**src/rtl/instr_prefetch_if.sv**
```systemverilog
// -----------------------------------------------------------------------------
// instr_prefetch_if
//   Groups the instruction-memory read port and the consumer-side fetch
//   handshake of the instruction prefetch unit into one bundle.
//
//   slave  : the prefetch unit (drives mem_addr/mem_rd and the queue head)
//   master : the surrounding system (memory + processor)
//
//   run          fetch enable (0 = issue no new reads, queue still drains)
//   mem_addr     read address to instruction memory
//   mem_rd       read strobe; mem_data is valid the following cycle
//   mem_data     read data from instruction memory
//   instr        word at the queue head
//   instr_pc     address of the queue-head word
//   instr_valid  queue not empty
//   instr_ready  consumer accepts the head this cycle
//   redirect     flush queue and restart fetch at redirect_pc
//   redirect_pc  new fetch address
//   count        current queue occupancy
// -----------------------------------------------------------------------------
interface instr_prefetch_if #(
    parameter int DATA_W = 16,
    parameter int ADDR_W = 6,
    parameter int DEPTH  = 4
);
    localparam int CNT_W = $clog2(DEPTH) + 1;

    logic              run;
    logic [ADDR_W-1:0] mem_addr;
    logic              mem_rd;
    logic [DATA_W-1:0] mem_data;
    logic [DATA_W-1:0] instr;
    logic [ADDR_W-1:0] instr_pc;
    logic              instr_valid;
    logic              instr_ready;
    logic              redirect;
    logic [ADDR_W-1:0] redirect_pc;
    logic [CNT_W-1:0]  count;

    modport slave (
        input  run, mem_data, instr_ready, redirect, redirect_pc,
        output mem_addr, mem_rd, instr, instr_pc, instr_valid, count
    );

    modport master (
        output run, mem_data, instr_ready, redirect, redirect_pc,
        input  mem_addr, mem_rd, instr, instr_pc, instr_valid, count
    );
endinterface

```
**src/rtl/instr_prefetch.sv**
```systemverilog
// -----------------------------------------------------------------------------
// instr_prefetch
//   Instruction fetch unit with a DEPTH-entry prefetch queue. Streams words
//   from a synchronous instruction memory (1-cycle read latency) into the
//   queue; the processor pops them through a valid/ready handshake. A redirect
//   flushes the queue (including any in-flight return) and restarts fetch.
//
//   clk   single clock, all state updates on the rising edge
//   rst   synchronous active-high reset
//   bus   instr_prefetch_if.slave: memory read port, consumer handshake,
//         redirect request and occupancy count
// -----------------------------------------------------------------------------
module instr_prefetch #(
    parameter int                DATA_W   = 16,
    parameter int                ADDR_W   = 6,
    parameter int                DEPTH    = 4,
    parameter logic [ADDR_W-1:0] RESET_PC = '0
) (
    input  logic           clk,
    input  logic           rst,
    instr_prefetch_if.slave bus
);
    localparam int PTR_W = $clog2(DEPTH);
    localparam int CNT_W = PTR_W + 1;

    // Queue storage (data path, not reset)
    logic [DATA_W-1:0] qdata_q [DEPTH];
    logic [ADDR_W-1:0] qpc_q   [DEPTH];

    // Control state
    logic [ADDR_W-1:0] pc_q,       pc_d;
    logic [ADDR_W-1:0] tag_pc_q,   tag_pc_d;
    logic              inflight_q, inflight_d;
    logic [CNT_W-1:0]  count_q,    count_d;
    logic [PTR_W-1:0]  rd_ptr_q,   rd_ptr_d;
    logic [PTR_W-1:0]  wr_ptr_q,   wr_ptr_d;

    logic              pop;
    logic              push;
    logic              issue;
    logic [CNT_W:0]    occ_after;

    always_comb begin
        // A redirect flushes the queue, so a same-cycle pop request is dropped.
        pop  = (count_q != '0) & bus.instr_ready & ~bus.redirect;
        push = inflight_q & ~bus.redirect & ~rst;

        // Space reservation: the in-flight word already owns a slot, so a new
        // read only goes out if the queue cannot overflow when it returns.
        occ_after = {1'b0, count_q} + (CNT_W+1)'(inflight_q) - (CNT_W+1)'(pop);
        issue     = bus.run & ~bus.redirect & ~rst & (occ_after < (CNT_W+1)'(DEPTH));

        pc_d       = pc_q;
        tag_pc_d   = tag_pc_q;
        inflight_d = 1'b0;
        count_d    = count_q;
        rd_ptr_d   = rd_ptr_q;
        wr_ptr_d   = wr_ptr_q;

        if (bus.redirect) begin
            pc_d     = bus.redirect_pc;
            count_d  = '0;
            rd_ptr_d = '0;
            wr_ptr_d = '0;
        end else begin
            if (issue) begin
                pc_d       = pc_q + ADDR_W'(1);
                tag_pc_d   = pc_q;
                inflight_d = 1'b1;
            end
            if (push) begin
                wr_ptr_d = wr_ptr_q + PTR_W'(1);
            end
            if (pop) begin
                rd_ptr_d = rd_ptr_q + PTR_W'(1);
            end
            case ({push, pop})
                2'b10:   count_d = count_q + CNT_W'(1);
                2'b01:   count_d = count_q - CNT_W'(1);
                default: count_d = count_q;
            endcase
        end
    end

    always_ff @(posedge clk) begin
        if (rst) begin
            pc_q       <= RESET_PC;
            inflight_q <= 1'b0;
            count_q    <= '0;
            rd_ptr_q   <= '0;
            wr_ptr_q   <= '0;
        end else begin
            pc_q       <= pc_d;
            inflight_q <= inflight_d;
            count_q    <= count_d;
            rd_ptr_q   <= rd_ptr_d;
            wr_ptr_q   <= wr_ptr_d;
        end
        tag_pc_q <= tag_pc_d;
    end

    // Return stage: memory data from last cycle's read lands in the queue
    always_ff @(posedge clk) begin
        if (push) begin
            qdata_q[wr_ptr_q] <= bus.mem_data;
            qpc_q[wr_ptr_q]   <= tag_pc_q;
        end
    end

    // Head outputs come only from registered queue state
    assign bus.mem_rd      = issue;
    assign bus.mem_addr    = pc_q;
    assign bus.instr       = qdata_q[rd_ptr_q];
    assign bus.instr_pc    = qpc_q[rd_ptr_q];
    assign bus.instr_valid = (count_q != '0);
    assign bus.count       = count_q;
endmodule
```
**src/flat_wrapper.sv**
```systemverilog
// flat-port wrapper written by rule: the top's interface ports become plain ports
module instr_prefetch_flat 
#(
    parameter int                DATA_W   = 16,
    parameter int                ADDR_W   = 6,
    parameter int                DEPTH    = 4,
    parameter logic [ADDR_W-1:0] RESET_PC = '0
)
  (clk, rst, bus_run, bus_mem_data, bus_instr_ready, bus_redirect, bus_redirect_pc, bus_mem_addr, bus_mem_rd, bus_instr, bus_instr_pc, bus_instr_valid, bus_count);
  instr_prefetch_if #(.DATA_W(DATA_W), .ADDR_W(ADDR_W), .DEPTH(DEPTH)) bus_i ();
  input  logic clk;
  input  logic rst;
  input wire logic [$bits(bus_i.run)-1:0] bus_run;
  input wire logic [$bits(bus_i.mem_data)-1:0] bus_mem_data;
  input wire logic [$bits(bus_i.instr_ready)-1:0] bus_instr_ready;
  input wire logic [$bits(bus_i.redirect)-1:0] bus_redirect;
  input wire logic [$bits(bus_i.redirect_pc)-1:0] bus_redirect_pc;
  output wire logic [$bits(bus_i.mem_addr)-1:0] bus_mem_addr;
  output wire logic [$bits(bus_i.mem_rd)-1:0] bus_mem_rd;
  output wire logic [$bits(bus_i.instr)-1:0] bus_instr;
  output wire logic [$bits(bus_i.instr_pc)-1:0] bus_instr_pc;
  output wire logic [$bits(bus_i.instr_valid)-1:0] bus_instr_valid;
  output wire logic [$bits(bus_i.count)-1:0] bus_count;
  assign bus_i.run = bus_run;
  assign bus_i.mem_data = bus_mem_data;
  assign bus_i.instr_ready = bus_instr_ready;
  assign bus_i.redirect = bus_redirect;
  assign bus_i.redirect_pc = bus_redirect_pc;
  assign bus_mem_addr = bus_i.mem_addr;
  assign bus_mem_rd = bus_i.mem_rd;
  assign bus_instr = bus_i.instr;
  assign bus_instr_pc = bus_i.instr_pc;
  assign bus_instr_valid = bus_i.instr_valid;
  assign bus_count = bus_i.count;
  instr_prefetch #(.DATA_W(DATA_W), .ADDR_W(ADDR_W), .DEPTH(DEPTH), .RESET_PC(RESET_PC)) u_core (.clk(clk), .rst(rst), .bus(bus_i));
endmodule
```
**config.mk**
```make
export PLATFORM = sky130hd
export DESIGN_NAME = instr_prefetch_flat
export DESIGN_NICKNAME = d
export VERILOG_FILES = /design/src/rtl/instr_prefetch_if.sv /design/src/rtl/instr_prefetch.sv /design/src/flat_wrapper.sv
export SDC_FILE = /design/constraint.sdc
export NUM_CORES = 1
export LEC_CHECK = 0
export CORE_MARGIN = 2
export CORE_UTILIZATION = 54
export CTS_BUF_LIST = sky130_fd_sc_hd__clkbuf_4 sky130_fd_sc_hd__clkbuf_8 sky130_fd_sc_hd__clkbuf_16
export DETAILED_ROUTE_END_ITERATION = 8
export PLACE_DENSITY = 0.86
export SLEW_MARGIN = 30
export SYNTH_ARGS = -nofsm -noshare
export SYNTH_HDL_FRONTEND = slang
export SYNTH_SLANG_ARGS = --single-unit
```
**constraint.sdc**
```tcl
create_clock -name clk -period 2.7 [get_ports clk]
set_input_delay 0.27 -clock clk [delete_from_list [all_inputs] [get_ports clk]]
set_output_delay 0.27 -clock clk [all_outputs]
set_load 0.1 [all_outputs]
```
* After elaboration in Yosys (flattened, before gate mapping)
Memories as Yosys holds them, arrays and structs flattened. A register that Yosys moved wholly into a read port is not among the register bits.
Cells that the tools add are included.
** Cells by class
- Bitwise logic cells :: 9
- Reductions and logical operators :: 5
- Order comparisons :: 1
- Mux-type cells :: 10
- Equality and inequality tests :: 2
- Add/subtract/negate cells :: 7
** Operators with widths (count)
- $mux 6 :: 2
- $mux 2 :: 4
- $and 1x1->1 :: 7
- $add 6x1->6 const B :: 1
- $pmux 3 s2 :: 1
- $add 2x1->2 const B :: 2
- $add 3x1->4 :: 1
- $lt 4x3->1 const B :: 1
- $reduce_bool 2->1 :: 2
- $sub 4x1->4 :: 1
- $add 3x1->3 const B :: 1
- $mux 1 :: 3
- $reduce_bool 3->1 :: 1
- $sub 3x1->3 const B :: 1
- $eq 2x1->1 const B :: 1
- $eq 2x2->1 const B :: 1
- $not 1->1 :: 2
- $reduce_and 2->1 :: 1
- $reduce_or 2->1 :: 1
** Word-level totals
- Input bits :: 27
- RAM bits :: 88
- Memories kept :: 2
- Bits in registers :: 20
- Logic and storage cells :: 42
** Memory list
- u_core.qdata_q :: depth 4, bits a word 16, rd ports 1, clocked after Yosys merged registers in 1, wr ports 1, line instr_prefetch.sv:27 : logic [DATA_W-1:0] qdata_q [DEPTH];
- u_core.qpc_q :: depth 4, bits a word 6, rd ports 1, clocked after Yosys merged registers in 1, wr ports 1, line instr_prefetch.sv:28 : logic [ADDR_W-1:0] qpc_q [DEPTH];

* Longest topological paths before layout
Gate-level depths: netlist of the first run.
- Word-level depth :: 8
- Mapped depth :: 9

* Least setup slack after synthesis of the first run
OpenSTA, ideal clock, no wires.
- Path kind :: reg-to-output
- Start point :: register u_core.count_q[0] (netlist: u_core.bus.count[0])
- End point :: output bus_mem_rd
- Setup slack :: -912 ps
- Arrival :: 3342 ps
- Cell stages (with the launch flop) :: 9
- Cell sequence :: dfxtp_1 inv_1 a21oi_1 nand2_1 ha_1 a31oi_4 nor3b_2 or2_1 and2_1
** Between the ends
- Longest elaborated chain between the ends :: 6
** Ends and longest elaborated chain
- start, declared :: line instr_prefetch.sv:34 : logic [CNT_W-1:0] count_q, count_d;
- start signal, assigned :: line instr_prefetch.sv:95 : count_q <= count_d;
- $reduce_bool 3->1 :: line instr_prefetch.sv:45 : pop = (count_q != '0) & bus.instr_ready & ~bus.redirect;
- $and 1x1->1 (2 in series) :: line instr_prefetch.sv:45
- net u_core.pop :: line instr_prefetch.sv:38 : logic pop;
- $sub 4x1->4 :: line instr_prefetch.sv:50 : occ_after = {1'b0, count_q} + (CNT_W+1)'(inflight_q) - (CNT_W+1)'(pop);
- $lt 4x3->1 :: line instr_prefetch.sv:51 : issue = bus.run & ~bus.redirect & ~rst & (occ_after < (CNT_W+1)'(DEPTH));
- $and 1x1->1 :: line instr_prefetch.sv:51
- end, declared :: line flat_wrapper.sv:19 : output wire logic [$bits(bus_i.mem_rd)-1:0] bus_mem_rd;
The timed path passes the listed nets, and every way through them passes these cells.

* Worst setup path after layout of the first run
- Start point :: input bus_redirect
- End point :: output bus_mem_rd
** Between the ends
- Longest elaborated chain between the ends :: 5
** Ends and longest elaborated chain
- start, declared :: line flat_wrapper.sv:16 : input wire logic [$bits(bus_i.redirect)-1:0] bus_redirect;
- $not 1->1 :: line instr_prefetch.sv:45
- $and 1x1->1 :: line instr_prefetch.sv:45
- net u_core.pop :: line instr_prefetch.sv:38
- $sub 4x1->4 :: line instr_prefetch.sv:50
- $lt 4x3->1 :: line instr_prefetch.sv:51
- $and 1x1->1 :: line instr_prefetch.sv:51
The timed path passes the listed nets, and every way through them passes these cells.

==> impl_metrics.tcl, run 1 <==
set metrics [dict create \
    peakVddDrop_uv 337 \
    crit_chain "clkdlybuf4s50_1 > nand2b_4 > a21oi_2 > nand2_1 > ha_4 > a31oi_4 > o21a_2 > or2_1 > and2_4 > buf_12" \
    cts_max_path_buffers 2 \
    h-tree-depth 3 \
    worstHoldPathType "reg -> reg" \
    combPwrFrac_pct 7.2 \
    drc 0 \
    overflow 0 \
    cts_buffers 9 \
    avgViaCountPerCell 5.57 \
    finalMaxSlewViolations 0 \
    dr.pass1.iters 4 \
    wire_per_inst_microns 18.7 \
    crit_arrival_ns 2.32 \
    syn-cell-area_sq_mm 0.00440 \
    num_vias 2386 \
    yosys.area.top_type "edfxtp_1" \
    final_area_sq_mm 0.00566 \
    synth_edf_count 94 \
    outcome "finished clean" \
    ys_types 44 \
    path_clk_slew_ns 0.10 \
    dieWidth_microns 94.2 \
    ys_seq_area_share_pct 71.5 \
    timing.max_cap.violations 0 \
    root_buffer "clkbuf_8" \
    die_y_microns 94.2 \
    critPathSlowestCell "clkdlybuf4s50_1" \
    hold_viol 0 \
    path_class "in -> out" \
    ys_warn_count 0 \
    place_congestion 0.869 \
    setup_viol 0 \
    max_stage_delay_ns 0.42 \
    yosys.area.top_type_share_pct 64.2 \
    crit_family "simple AND/OR/NAND/NOR gates" \
    fin_setup_tns_ns 0 \
    p_sw_w 0.000689 \
    nNetsFinal 357 \
    critPathMaxFanout 7 \
    clock_skew_ns 0.0139 \
    endpoint_kind "output pin" \
    rows 32 \
    clock_power_share_pct 32.2 \
    grt_pass1_vias 2434 \
    place_area_sq_mm 0.00540 \
    ant_nets 0 \
    core-area_sq_mm 0.00781 \
    worst_slack_ns 0.114 \
    worstSkewPairLatency_ns 0.35 \
    drt_iter0_markers 156 \
    slew-limit-headroom_pct 71.3 \
    cp.required_ns 2.43 \
    synth_area_leaders "edfxtp_1 64%, mux4_2 11%, dfxtp_1 7.3%, ha_1 2.3%, nor2_1 1.5%" \
    synth-seq-cells 110 \
    async_flop_share_pct 0 \
    syn_avg_cell_area_sq_um 18.1 \
    io_buffer_count 59 \
    p_leak_nw 1.96 \
    worst_pin_slew_ns 0.430 \
    rsz0062_at_grt "false" \
    sw_frac_of_total_pct 22.4 \
    synth_commonest_cells "94 x edfxtp_1, 22 x mux4_2, 17 x nor2_1, 16 x dfxtp_1, 10 x inv_1" \
    drive_above_1_share_pct 32.5 \
    syn2layout_area_growth_pct 28.6 \
    finalCriticalPeriod_ns 2.59 \
    wirelength_mm 8.01 \
    place_ws_ns 0.0491 \
    grt.total_usage_pct 19.7 \
    pwr-share-seq_pct 60.6 \
    antenna_found_initial 0 \
    io_pins 60 \
    period_share_pct 95.8 \
    cts_tree "done" \
    critical_path_buf_inv_count 2 \
    clock-sinks 110 \
    yosysMostFrequentCell "edfxtp_1" \
    dieArea_sq_mm 0.00888 \
    pwr_density_cell_mw_per_mm2 545 \
    post-dp-hpwl_mm 5.50 \
    grt_pass1_wl_mm 12.6 \
    initial_core_util_pct 56.3 \
    startpoint_type "input port" \
    synthCells 243 \
    syn-num-nets 279 \
    intPower_w 0.00239 \
    max_clock_freq_ghz 0.387 \
    grt_max_degree 23 \
    antenna_cells 0 \
    ys.flop_type "edfxtp_1" \
]
-- metrics by stage --
stage | power (W) | hold slack (ns) | util (%) | std cells
after floorplan | 0.00203 | 0.369 | - | 243
after global placement | 0.00212 | 0.468 | 69.2 | 410
after detailed placement | 0.00213 | 0.487 | 69.2 | 410
after CTS | 0.00312 | 0.495 | 71.9 | 426
after global routing | 0.00318 | 0.518 | 72.4 | 428
final | 0.00308 | 0.516 | 72.4 | 428
-- cells in the final DEF, fill, tap and decap left out, drive strengths merged, types with 2 or more instances in the layout --
| master | instances |
|---|---|
| o2111a | 2 |
| clkdlybuf4s50 | 25 |
| o211ai | 2 |
| inv | 12 |
| or2 | 3 |
| nor3 | 4 |
| nand2 | 6 |
| ha | 8 |
| and2 | 3 |
| o21a | 2 |
| nor3b | 2 |
| clkbuf | 10 |
| nand2b | 2 |
| a21oi | 4 |
| nor2 | 18 |
| xor2 | 3 |
| o21ai | 4 |
| buf | 49 |
| xnor2 | 3 |
| a311o | 2 |
| nand3b | 2 |
| mux4 | 22 |
| clkinv | 3 |
| edfxtp | 94 |
| dfxtp | 16 |
| a311oi | 2 |
| a2111oi | 2 |
| and3 | 7 |
-- final cells by class --
cell class	count	area (sq um)
clock buffer	10	131
multi-input combinational	115	1210
tap	102	128
timing repair buffer	75	918
fill	479	2150
inverter	10	37.5
sequential	110	3160
clock inverter	6	78.8
-- sequential cells by signal (all words and copies together), names as in the netlist, named ones only --
name / flops
u_core.inflight_q: 1
u_core.bus.mem_addr: 6
u_core.qpc_q: 24
u_core.qdata_q: 64
u_core.rd_ptr_q: 2
u_core.bus.count: 3
u_core.tag_pc_q: 6
u_core.wr_ptr_q: 2
-- routing by layer --
| metal | track usage, % | part of all wire, % | up-vias |
|---|---|---|---|
| met3 | 3.45 | 4.9 | 8 |
| met1 | 25.3 | 40 | 1181 |
| met2 | 33.0 | 53 | 82 |
| met4 | 9.18 | 1.5 | 0 |
| met5 | 0 | 0 | - |
| li1 | - | - | 1115 |
-- what timing repair did --
| item | in CTS | in global routing |
|---|---|---|
| setup endpoints to repair | 0 | 1 |
| buffers inserted | 0 | 2 |
| gates resized for setup | 0 | 5 |
| hold buffers | 0 | 0 |
-- power groups by stage --
stage                logic, W  registers, W  clock network [W]
global placement     0.000218       0.00190                  0
CTS                  0.000222       0.00187            0.00103
floorplan           0.0000772       0.00195                  0
global route         0.000235       0.00187            0.00108
detailed placement   0.000221       0.00191                  0
finish               0.000223       0.00187           0.000991
-- cell families (layout without fill, tap and decap cells) --
| logic type | count (synthesis) | count (layout) | synth area share [%] |
|---|---|---|---|
| and+or+nand+nor | 51 | 51 | 6.29 |
| muxes | 23 | 23 | 11.5 |
| buffers and inverters | 18 | 101 | 1.68 |
| adders and majority gates | 9 | 9 | 2.73 |
| xor gates and xnor gates | 6 | 6 | 1.20 |
| DFF | 110 | 110 | 71.5 |
| AOI/OAI and AO/OA | 26 | 26 | 5.12 |
-- worst paths after layout --
| path | endpoint | slack (ns) | cells past startpoint | from |
|---|---|---|---|---|
| max reg2reg | u_core.tag_pc_q[3] | 0.52 | 8 | u_core.bus.count[2] |
| min | u_core.qpc_q[3][2] | 0.52 | 0 | u_core.tag_pc_q[2] |
| max | bus_mem_rd | 0.11 | 10 | bus_redirect |
| min reg2reg | u_core.qpc_q[3][2] | 0.52 | 0 | u_core.tag_pc_q[2] |
No activity file was read; power rests on OpenSTA's default activity.
==> run 2: changes to the inputs <==
Settings changed: CORE_MARGIN 2 to 1, CTS_CLUSTER_SIZE set to 16.
==> impl_metrics.tcl, run 2 (synthesized netlist as in run 1, its figures left out) <==
set metrics [dict create \
    grt_pass1_wl_mm 12.1 \
    num_vias 2393 \
    finalMaxSlewViolations 0 \
    m1WireLength_mm 3.24 \
    slew-limit-headroom_pct 71.7 \
    io_pins 60 \
    overflow 0 \
    cts_max_path_buffers 2 \
    initial_core_util_pct 56.3 \
    final_cells 427 \
    worst_hold_slack_ns 0.518 \
    ant_nets 0 \
    setup_viol 0 \
    critPathMaxFanout 7 \
    finalCoreUtilization_pct 72.5 \
    p_total_w 0.00313 \
    fill_cells 481 \
    r2r-start "u_core.bus.count[0]" \
    post-place-cells 410 \
    path_clk_slew_ns 0.09 \
    worst_r2r_path_depth 10 \
    path_class "in -> out" \
    grt_max_degree 23 \
    dr.pass1.iters 4 \
    layout_common_cells "94 x edfxtp_1, 25 x clkdlybuf4s50_1, 25 x buf_4" \
    peakVddDrop_uv 326 \
    wire_per_inst_microns 17.8 \
    antenna_cells 0 \
    worstHoldEndpoint "u_core.qpc_q[3][3]" \
    grt_pass1_vias 2404 \
    holdBufCountCts 0 \
    h-tree-depth 3 \
    topRoutingLayerUsed "met4" \
    multi_input_area_sq_mm 0.00121 \
    root_buffer "clkbuf_8" \
    worstSetupStartpoint "bus_redirect" \
    worstSkewPairLatency_ns 0.35 \
    endpoint_kind "output pin" \
    clock_skew_ns 0.0147 \
    min-delay-start "u_core.tag_pc_q[3]" \
    syn2layout_area_growth_pct 28.7 \
    period_share_pct 96.7 \
    rows 32 \
    dieWidth_microns 92.2 \
    core-area_sq_mm 0.00781 \
    dr_wl_met2_mm 3.89 \
    post-dp-hpwl_mm 5.18 \
    cts_tree "done" \
    startpoint_type "input port" \
    top_register "u_core.qdata_q" \
    holdPathStages 0 \
    rrSetupSlack_ns 0.43 \
    worstHoldPathType "reg -> reg" \
    drt_iter0_markers 136 \
    met3_length_microns 387 \
    crit_arrival_ns 2.34 \
    reg_top3 "u_core.qdata_q (64), u_core.qpc_q (24)" \
    die_y_microns 92.2 \
    worst_r2r_endpoint "u_core.bus.count[2]" \
    pwr_density_cell_mw_per_mm2 553 \
    wirelength_mm 7.61 \
    cp.required_ns 2.43 \
    hold_viol 0 \
    timing.max_cap.violations 0 \
    place_congestion 0.910 \
    final_common_cell "edfxtp_1" \
    finalCriticalPeriod_ns 2.61 \
    drive_above_1_share_pct 32.6 \
    antenna_found_initial 0 \
    largest_register_ffs 64 \
    place_ws_ns -0.0270 \
    io_buffer_count 59 \
    grt.total_usage_pct 19.2 \
    worst_slack_ns 0.0897 \
    dieArea_sq_mm 0.00851 \
    regArea_sq_mm 0.00316 \
    clock-sinks 110 \
    cts_buffers 9 \
    nNetsFinal 356 \
    outcome "finished clean" \
    max_clock_freq_ghz 0.383 \
    p_leak_nw 1.95 \
    drc 0 \
    worst_pin_slew_ns 0.424 \
    avgViaCountPerCell 5.60 \
]
run 2: changes by cell type in the layout (fill, tap and decap cells not counted), sizes merged:
| cell | before | now |
|---|---|---|
| clkinv | 3 | 1 |
| inv | 12 | 11 |
| bufinv | 1 | 2 |
| clkbuf | 10 | 9 |
| buf | 49 | 48 |
| clkinvlp | 0 | 3 |
run 2: metrics by stage:
stage / area (sq um) / setup TNS, ns
2_1_floorplan: 4410 / 0
3_3_place_gp: 5400 / 0
3_5_place_dp: 5400 / -0.145
5_1_grt: 5660 / -0.00220
4_1_cts: 5630 / 0
6_report: 5660 / 0
run 2: how the worst max path moves through the flow:
stage	slack, ns	to
floorplan	0.1	bus_mem_rd
global placement	0.03	bus_mem_rd
detailed placement	-0.03	bus_mem_rd
CTS	0.0004	bus_mem_rd
global route	-0.002	bus_mem_rd
finish	0.09	bus_mem_rd
run 2: repair_timing:
item                       CTS  global route
cloned                       0             0
pin swaps                    0             1
gates resized for setup      1             5
setup endpoints to repair    1             1
setup buffers                0             1
run 2: area by class of cell:
| type | instances | share of cell area (%) |
|---|---|---|
| Timing Repair Buffer | 74 | 16.1 |
| Clock inverter | 7 | 1.70 |
| Inverter | 10 | 0.663 |
| Clock buffer | 9 | 2.19 |
| Sequential cell | 110 | 55.7 |
| Tap cell | 102 | 2.25 |
| Multi-Input combinational cell | 115 | 21.4 |
run 2: routing by layer:
layer	up-vias	track usage, %
met5	-	0
met4	0	6.77
met3	7	4.06
met2	89	32.2
met1	1182	25.1
li1	1115	-
run 2: critical path: stages:
cell             delay, ns
clkdlybuf4s50_1       0.41
nand2b_4              0.15
a21oi_2               0.13
nand2_1               0.10
ha_4                  0.28
a31oi_4               0.12
o21a_2                0.26
or2_4                 0.27
and2_4                0.17
buf_12                0.16
run 2: where the power goes:
part / leakage (nW) / internal, W / switching, W / total, W
Clock: 0.102 / 0.000524 / 0.000514 / 0.00104
Combinational: 0.863 / 0.0000848 / 0.000138 / 0.000223
Sequential: 0.982 / 0.00185 / 0.0000177 / 0.00187
==> run 3: changes to the inputs <==
Settings changed: GPL_ROUTABILITY_DRIVEN set to 0.
==> impl_metrics.tcl, run 3 (synthesized netlist as in run 1, its figures left out) <==
set metrics [dict create \
    intPower_w 0.00246 \
    final_area_sq_mm 0.00564 \
    post-dp-hpwl_mm 5.26 \
    grt_pass1_vias 2377 \
    clock-sinks 110 \
    min-delay-start "u_core.tag_pc_q[5]" \
    antenna_found_initial 0 \
    syn2layout_area_growth_pct 28.2 \
    overflow 0 \
    worstHoldEndpoint "u_core.qpc_q[2][5]" \
    sw_frac_of_total_pct 21.8 \
    slew-limit-headroom_pct 72.4 \
    avgViaCountPerCell 5.67 \
    drc 0 \
    final_common_cell "edfxtp_1" \
    p_total_w 0.00315 \
    root_buffer "clkbuf_8" \
    die_y_microns 92.2 \
    p_sw_w 0.000686 \
    initial_core_util_pct 56.3 \
    hold_viol 0 \
    worst_r2r_path_depth 9 \
    worst_r2r_endpoint "u_core.bus.mem_addr[5]" \
    dieWidth_microns 92.2 \
    startpoint_type "input port" \
    antenna_cells 0 \
    clock_skew_ns 0.0111 \
    post-place-cells 410 \
    io_pins 60 \
    finalMaxSlewViolations 0 \
    p_leak_nw 1.93 \
    cts_max_path_buffers 2 \
    worst_slack_ns 0.0781 \
    holdBufCountCts 0 \
    rrSetupSlack_ns 0.54 \
    worstSkewPairLatency_ns 0.36 \
    reg_top3 "u_core.qdata_q (64), u_core.qpc_q (24)" \
    grt_max_degree 23 \
    dr.pass1.iters 4 \
    dieArea_sq_mm 0.00851 \
    pwr_density_cell_mw_per_mm2 558 \
    finalCriticalPeriod_ns 2.62 \
    io_buffer_count 59 \
    cts_buffers 9 \
    path_clk_slew_ns 0.10 \
    wirelength_mm 7.89 \
    timing.max_cap.violations 0 \
    critPathMaxFanout 7 \
    place_area_sq_mm 0.00540 \
    clock_power_share_pct 33.6 \
    combPwrFrac_pct 7.1 \
    ant_nets 0 \
    final_cells 425 \
    largest_register_ffs 64 \
    h-tree-depth 3 \
    setup_viol 0 \
    worst_pin_slew_ns 0.404 \
    worstHoldPathType "reg -> reg" \
    top_register "u_core.qdata_q" \
    core-area_sq_mm 0.00781 \
    wire_per_inst_microns 18.6 \
    rows 32 \
    grt.total_usage_pct 20.2 \
    layout_common_cells "94 x edfxtp_1, 26 x clkdlybuf4s50_1, 24 x buf_4" \
    period_share_pct 97.1 \
    grt_pass1_wl_mm 12.3 \
    max_clock_freq_ghz 0.381 \
    outcome "finished clean" \
    pwr-share-seq_pct 59.3 \
    num_vias 2409 \
    r2r-start "u_core.bus.count[0]" \
    peakVddDrop_uv 312 \
    cp.required_ns 2.43 \
    holdPathStages 0 \
    place_ws_ns 0.0102 \
    crit_arrival_ns 2.35 \
    path_class "in -> out" \
    nNetsFinal 355 \
    endpoint_kind "output pin" \
    cts_tree "done" \
    drt_iter0_markers 152 \
    drive_above_1_share_pct 31.9 \
]
-- run 3: critical path: stages --
cell and delay, ns:
clkdlybuf4s50_1 0.53, nand2b_4 0.07, a21oi_2 0.11, nand2_1 0.07
ha_1 0.31, a31oi_4 0.13, o21a_2 0.25, or2_4 0.27
and2_4 0.17, buf_12 0.16
-- run 3: cell type report --
class                      instances  area [sq um]
clock buffer                       9           124
clock inverter                     6          95.1
fill                             505          2170
inverter                          10          37.5
multi-input combinational        115          1200
sequential                       110          3160
tap                              102           128
timing repair buffer              73           901
-- run 3: how the worst max path moves through the flow --
stage	start	endpoint	slack, ns	depth (start not counted)
floorplan	u_core.bus.count[0]	bus_mem_rd	0.1	8
global placement	bus_redirect	bus_mem_rd	0.04	10
detailed placement	bus_redirect	bus_mem_rd	0.01	10
CTS	u_core.bus.count[0]	bus_mem_rd	0.03	9
global route	bus_instr_ready	bus_mem_rd	-0.004	10
finish	bus_instr_ready	bus_mem_rd	0.08	10
-- run 3: through the flow --
stage	hold slack [ns]	setup TNS, ns	utilization [%]
detailed placement	0.481	0	69.2
global placement	0.471	0	69.2
global route	0.516	-0.00425	72.2
finish	0.500	0	72.2
floorplan	0.369	0	-
CTS	0.497	0	72.1
-- run 3: power by group through the flow --
| stage | Combinational [W] | Clock [W] | Sequential, W |
|---|---|---|---|
| floorplan | 0.0000772 | 0 | 0.00195 |
| global placement | 0.000216 | 0 | 0.00190 |
| detailed placement | 0.000221 | 0 | 0.00191 |
| CTS | 0.000222 | 0.00107 | 0.00187 |
| global route | 0.000234 | 0.00113 | 0.00187 |
| finish | 0.000224 | 0.00106 | 0.00187 |
-- run 3: metal layers --
metal,up-vias,track usage (%),wire length [microns]
met2,91,33.2,4070
met1,1208,26.3,3360
li1,1106,-,-
met5,-,0,0
met4,0,9.24,65
met3,4,3.90,392
-- run 3: timing repair --
item / 4_1_cts / 5_1_grt
buffers inserted: 0 / 0
endpoints found under the setup margin: 1 / 1
pin swaps: 0 / 1
gates resized for setup: 1 / 3
